[src/rtl/sdram_arbiter.sv]
// sdram_arbiter: round-robin sharing of one SDRAM controller among NUM_PORTS
// requesters. One transaction in flight at a time; the controller's level
// rd/we strobes are driven and its rd_rdy/we_rdy are watched falling
// (accepted) then rising (done), after which the winner gets a one-cycle ack.
module sdram_arbiter #(
   parameter int NUM_PORTS = 3,
   parameter int PW        = 2
) (
   input  logic                    clk,
   input  logic                    reset,
   input  logic [NUM_PORTS-1:0]    req,
   input  logic [NUM_PORTS-1:0]    req_we,
   input  logic [25*NUM_PORTS-1:0] req_addr,
   input  logic [32*NUM_PORTS-1:0] req_wdata,
   input  logic [4*NUM_PORTS-1:0]  req_be,
   output logic [NUM_PORTS-1:0]    ack,
   output logic [31:0]             rdata,
   output logic                    sd_rd,
   output logic [24:0]             sd_raddr,
   output logic                    sd_we,
   output logic [24:0]             sd_waddr,
   output logic [31:0]             sd_din,
   output logic [3:0]              sd_be,
   input  logic                    sd_rd_rdy,
   input  logic                    sd_we_rdy,
   input  logic [31:0]             sd_dout
);

   typedef enum logic [1:0] {IDLE, ISSUE, WAIT} state_t;

   state_t        state;
   logic [PW-1:0] last;
   logic [PW-1:0] grant;
   logic [PW-1:0] winner;
   logic [PW-1:0] cand;
   logic          found;
   logic          is_write;

   // Round-robin search: first requesting port after the last one served.
   always_comb begin
      found  = 1'b0;
      winner = '0;
      cand   = '0;
      for (int i = 1; i <= NUM_PORTS; i++) begin
         cand = PW'((int'(last) + i) % NUM_PORTS);
         if (!found && req[cand]) begin
            found  = 1'b1;
            winner = cand;
         end
      end
   end

   // Grant / issue / wait sequencer; every output is a register here.
   // A grant is held off during an ack cycle so a requester that has just
   // been served is not re-granted before it has had a chance to drop req.
   always_ff @(posedge clk) begin
      if (reset) begin
         state    <= IDLE;
         last     <= PW'(NUM_PORTS - 1);
         grant    <= '0;
         is_write <= 1'b0;
         ack      <= '0;
         rdata    <= '0;
         sd_rd    <= 1'b0;
         sd_we    <= 1'b0;
         sd_raddr <= '0;
         sd_waddr <= '0;
         sd_din   <= '0;
         sd_be    <= '0;
      end else begin
         ack <= '0;
         case (state)
            IDLE: begin
               if (found && sd_rd_rdy && sd_we_rdy && (ack == '0)) begin
                  grant    <= winner;
                  is_write <= req_we[winner];
                  sd_raddr <= req_addr[int'(winner)*25 +: 25];
                  sd_waddr <= req_addr[int'(winner)*25 +: 25];
                  sd_din   <= req_wdata[int'(winner)*32 +: 32];
                  sd_be    <= req_be[int'(winner)*4 +: 4];
                  sd_we    <= req_we[winner];
                  sd_rd    <= !req_we[winner];
                  state    <= ISSUE;
               end
            end
            ISSUE: begin
               if (is_write && !sd_we_rdy) begin
                  sd_we <= 1'b0;
                  state <= WAIT;
               end else if (!is_write && !sd_rd_rdy) begin
                  sd_rd <= 1'b0;
                  state <= WAIT;
               end
            end
            WAIT: begin
               if ((is_write && sd_we_rdy) || (!is_write && sd_rd_rdy)) begin
                  ack[grant] <= 1'b1;
                  if (!is_write) begin
                     rdata <= sd_dout;
                  end
                  last  <= grant;
                  state <= IDLE;
               end
            end
            default: state <= IDLE;
         endcase
      end
   end

endmodule

[config.mk]
export PLATFORM = sky130hd
export DESIGN_NAME = sdram_arbiter
export DESIGN_NICKNAME = d
export VERILOG_FILES = /design/src/rtl/sdram_arbiter.sv
export SDC_FILE = /design/constraint.sdc
export NUM_CORES = 1
export LEC_CHECK = 0
export ABC_AREA = 1
export CORE_AREA = 2 2 135 137
export CTS_BUF_LIST = sky130_fd_sc_hd__clkbuf_2 sky130_fd_sc_hd__clkbuf_4 sky130_fd_sc_hd__clkbuf_8
export CTS_CLUSTER_SIZE = 12
export DETAILED_ROUTE_END_ITERATION = 10
export DIE_AREA = 0 0 137 139
export GPL_TIMING_DRIVEN = 1
export PLACE_DENSITY = 0.72
export SETUP_SLACK_MARGIN = 0.1
export SYNTH_ARGS = -nofsm -noshare
export SYNTH_HDL_FRONTEND = slang
export SYNTH_SLANG_ARGS = --single-unit
[constraint.sdc]
create_clock -name clk -period 3.3 [get_ports clk]
set_clock_uncertainty 0.2 [all_clocks]
set_input_delay 0.495 -clock clk [delete_from_list [all_inputs] [get_ports clk]]
set_output_delay 0.495 -clock clk [all_outputs]
set_load 0.05 [all_outputs]
Yosys cells after proc, flatten, opt, wreduce, memory -nomap -nowiden
Index checks and enable logic that the tools add are counted.
{"block": "word_totals", "register_bits": 105, "inputBits": 225, "out_inout_bits": 123, "wordCells": 93}
{"block": "classes", "addsub": 3, "multipliers": 1, "div_mod_pow": 3, "n_lt_le_gt_ge": 6, "eq_ne": 8, "n_shift": 3, "muxes": 28, "bitwise": 3, "n_reduce_logical": 27}
{"cell": "modulo 32 x 3 -> 32 bit, second input constant", "n": 3}
{"cell": "indexed part select 96 x 8 -> 32 bit", "n": 1}
{"cell": "indexed part select 75 x 8 -> 25 bit", "n": 1}
{"cell": "< comparator 2 x 3 -> 1 bit, second input constant", "n": 5}
{"cell": "two-way mux 2 bit", "n": 7}
{"cell": "two-way mux 1 bit", "n": 13}
{"cell": "indexed part select 12 x 5 -> 4 bit", "n": 1}
{"cell": "logical AND 1 bit", "n": 10}
{"cell": "!= test 2 bit, second input constant", "n": 5}
{"cell": "AND reduction 3 bit", "n": 3}
{"cell": "binary-select mux 1 bit (select 2 bit)", "n": 4}
{"cell": "multiplier 2 x 5 -> 7 bit, second input constant", "n": 1}
{"cell": "adder 2 x 2 -> 3 bit, second input constant", "n": 2}
{"cell": "logical NOT 1 bit", "n": 6}
{"cell": "one-hot mux 2 bit (3 select lines)", "n": 1}
{"cell": "one-hot mux 1 bit (2 select lines)", "n": 2}
{"cell": "AND reduction 2 bit", "n": 2}
{"cell": "AND reduction 4 bit", "n": 1}
{"cell": "adder 2 x 1 -> 3 bit, second input constant", "n": 1}
{"cell": "logical NOT 3 bit", "n": 1}
{"cell": "!= test 3 bit, second input constant", "n": 1}
{"cell": "inverter 1 bit", "n": 3}
{"cell": "OR reduction 3 bit", "n": 1}
{"cell": "demux 1 bit (select 2 bit)", "n": 1}
{"cell": "6 further kinds", "n": 6}

Depth between registers and ports, before layout
{"block": "depth", "word_depth": 16, "mapped_depth": 17, "depth_no_buf": 15}

Least setup slack after synthesis
OpenSTA, ideal clock, no wires.
{"block": "synth_path", "kind": "reg-to-reg", "from": "register last[0]", "to": "register sd_waddr[11]", "setup_ns": 0.110, "arrival_ns": 1.847, "required_ns": 2.990, "setup_slack_ns": 1.143, "path_stages_with_launch": 16, "path_buffers": 3, "period_less_slack_ns": 2.157, "path_cell_list": "dfxtp_1 inv_1 ha_1 buf_4 inv_2 nand3_1 nand2_1 nand3_1 nand2_2 inv_2 buf_6 buf_6 nand3_1 nand3_1 nand2_1 inv_1"}
{"block": "synth_between", "elab_chain_len": 15, "elab_cells_between_ends": 28, "classes_between": "add/sub: 3; mul: 1; div: 3; shift: 1; mux: 12; reduce/logical: 8"}
{"element": "from (decl)", "line_no": "32", "text": "logic [PW-1:0] last;"}
{"element": "from (signal assigned)", "line_no": "59", "text": "last <= PW'(NUM_PORTS - 1);"}
{"element": "from (signal assigned)", "line_no": "101", "text": "last <= grant;"}
{"element": "parallel branches: the longest is 15 deep, another holds modulo 32 x 3 -> 32 bit"}
{"element": "to (signal assigned)", "line_no": "78", "text": "sd_waddr <= req_addr[int'(winner)*25 +: 25];"}
{"element": "to (decl)", "line_no": "21", "text": "output logic [24:0] sd_waddr,"}
Several ways; the timed one is not identified. The select of a mux whose other input is x is not followed.
A chain may end at the register's enable or synchronous reset.

Worst setup path in the final report
{"block": "layout_path", "from": "register last[0]", "to": "register sd_din[14]"}
{"block": "layout_between", "elab_chain_len": 15, "elab_cells_between_ends": 27, "classes_between": "add/sub: 3; div: 3; shift: 1; mux: 12; reduce/logical: 8"}
{"element": "parallel branches: the longest is 15 deep, another holds modulo 32 x 3 -> 32 bit"}
{"element": "to (signal assigned)", "line_no": "79", "text": "sd_din <= req_wdata[int'(winner)*32 +: 32];"}
{"element": "to (decl)", "line_no": "22", "text": "output logic [31:0] sd_din,"}
Several ways; the timed one is not identified. The select of a mux whose other input is x is not followed.

==> flow_summary.json <==
{
  "antenna_found_initial": 0,
  "dieHeight_microns": 139,
  "cts_setup_buffers": 0,
  "wl_per_cell_microns": 15.5,
  "grtUsageTotal_pct": 22.2,
  "coreArea_sq_um": 17700,
  "port_buffers": 347,
  "cts_inserted_buffers": 9,
  "synthArstFlopShare_pct": 0,
  "synth-edff-count": 0,
  "finalSetupTns_ns": 0,
  "grt_pass1_wl_microns": 33700,
  "syn_nets": 1123,
  "clock-root-buffer": "clkbuf_8",
  "crit_top_cell": "nand3_1",
  "grt_overflow": 0,
  "multi_input_area_sq_um": 2770,
  "io_pins": 348,
  "synth_ff_type": "dfxtp_1",
  "max_freq_mhz": 348,
  "power_density_nw_per_um2": 392,
  "cpPeakStageDelay_ns": 0.47,
  "outcome": "complete, no violations",
  "crit_fanout": 37,
  "post-route-util_pct": 53.1,
  "power_leakage_uw": 0.00433,
  "synth.distinct_cells": 29,
  "clock_latency_ns": 0.38,
  "drt_iter0_drc": 322,
  "die_area_sq_um": 19000,
  "rsz0062_at_grt": "false",
  "dr.pass1.iters": 4,
  "numPlacedInstances": 1399,
  "cts_tree": "built",
  "critPathSlowestCell": "buf_4",
  "num-nets-final": 1410,
  "syn_avg_cell_area_sq_um": 6.44,
  "seqCellArea_sq_um": 2100,
  "grt_pass1_vias": 6451,
  "clock_sinks": 105,
  "setup_viol_count_final": 0,
  "yosysWarningCount": 0,
  "n_antenna_cell": 0,
  "dp_hpwl_microns": 15500,
  "drc": 0,
  "slew_violations": 0,
  "worst-setup-path-type": "reg -> reg",
  "postCtsHoldBufs": 0,
  "crit_chain": "inv_1 > ha_1 > inv_2 > nand2_1 > nand3_1 > nand2_2 > nand4_1 > nand2_4 > buf_4 > nand3_1 > nand3_1 > nand2_1 > inv_1",
  "hold_class": "reg -> reg",
  "grt_max_degree": 64,
  "stdcell_count": 1415,
  "cts.clk_slew.worst_paths_ns": 0.11,
  "seq_area_frac_synth_pct": 36.5,
  "worstSetupEndpointType": "register",
  "placementRows": 49,
  "mostFrequentLayoutCell": "clkdlybuf4s50_1",
  "max_slew_margin_pct": 35.5,
  "ir_drop_mv": 0.226,
  "start_kind": "register",
  "worstPathArrival_ns": 3.01,
  "ant_nets": 0,
  "dieWidth_microns": 137,
  "final_hold_viol_count": 0,
  "vias": 6817,
  "clockBufferDepth": 2,
  "area_growth_pct": 62.8,
  "period_share_pct": 87.0,
  "start_util_pct": 32.6,
  "layout_common_cells": "clkdlybuf4s50_1 (347), nand2_1 (203), nand3_1 (155), dfxtp_1 (105), inv_1 (92)",
  "synth_seq_cells": 105,
  "syn_inst": 894,
  "drive_gt1_share_pct": 3.88,
  "fillers": 1728,
  "routed_wl_microns": 21900,
  "cts-htree-levels": 3,
  "maxCapViolCount": 0,
  "cts_resized": 0,
  "gp_congestion": 0.818,
  "netlist_area_sq_um": 5760,
  "crit_required_ns": 3.44,
  "via_per_inst": 4.82,
  "tightestPinTransition_ns": 0.967,
  "fin_crit_ns": 2.87
}
## cells by family (layout without fill, tap and decap cells)
kind of cell,count (synthesis),after routing,synth area share [%]
buf+inv,185,477,15.5
fa+ha+maj,4,4,0.869
simple gates,451,451,34.0
compound gates,149,149,13.2
flops,105,105,36.5
## cell usage after synthesis, types with 5 or more instances
cell type,number,area (sq um)
dfxtp_1,105,2100
nand2_1,203,762
buf_2,26,130
o21ai_0,32,160
buf_6,5,56.3
inv_1,92,345
buf_4,34,255
inv_2,7,26.3
nand3_1,155,776
nor2_1,80,300
clkbuf_1,17,63.8
o21ai_1,39,195
a21oi_1,72,360
## routing by layer
metal	wire length [microns]	vias to the layer above	global-route usage, %	share of wire (%)
met4	446	0	7.00	2.0
met2	10800	262	39.2	49
met1	8800	3116	26.0	40
met3	1880	27	5.88	8.6
li1	-	3412	-	-
met5	0	-	0	0
## layout make-up
class,count,area share (%)
clock buffer,11,1.55
clock inverter,5,0.921
inverter,100,4.00
multi-input combinational,604,29.5
sequential,105,22.4
tap,229,3.06
timing repair buffer,361,38.6
## worst max-delay path: cells and delay by family, from the launching register on
family	cells	cell delay (ns)
and+or+nand+nor	8	1.10
DFF	1	0.37
adders and majority gates	1	0.44
buffers and inverters	4	0.70
## worst paths after layout
check | from | to | slack [ns] | cells past startpoint
max | last[0] | sd_din[14] | 0.43 | 13
min | grant[1] | ack[0] | 0.30 | 1
max reg2reg | last[0] | sd_din[14] | 0.43 | 13
min reg2reg | grant[1] | ack[0] | 0.30 | 1
## report_power, final
group | switching [uW] | internal [uW]
logic | 783 | 551
registers | 53.4 | 1350
clock network | 477 | 464
total | 1310 | 2360
## metrics by stage
| stage | setup WS (ns) | instance area, sq um | power, uW | hold slack, ns |
|---|---|---|---|---|
| 6_report | 0.429 | 9380 | 3680 | 0.299 |
| 3_5_place_dp | 0.339 | 9150 | 2770 | 0.267 |
| 5_1_grt | 0.219 | 9380 | 3860 | 0.340 |
| 3_3_place_gp | 0.391 | 9150 | 2760 | 0.274 |
| 4_1_cts | 0.420 | 9380 | 3720 | 0.296 |
| 2_1_floorplan | 1.14 | 5760 | 2220 | 0.220 |
## flip-flops by register name (all words and copies together), names as in the netlist, 2 cells and up
signal,count
rdata,32
sd_be,4
ack,3
last,2
sd_waddr,25
grant,2
sd_din,32
state,2
Power figures use the tool's default switching activity.
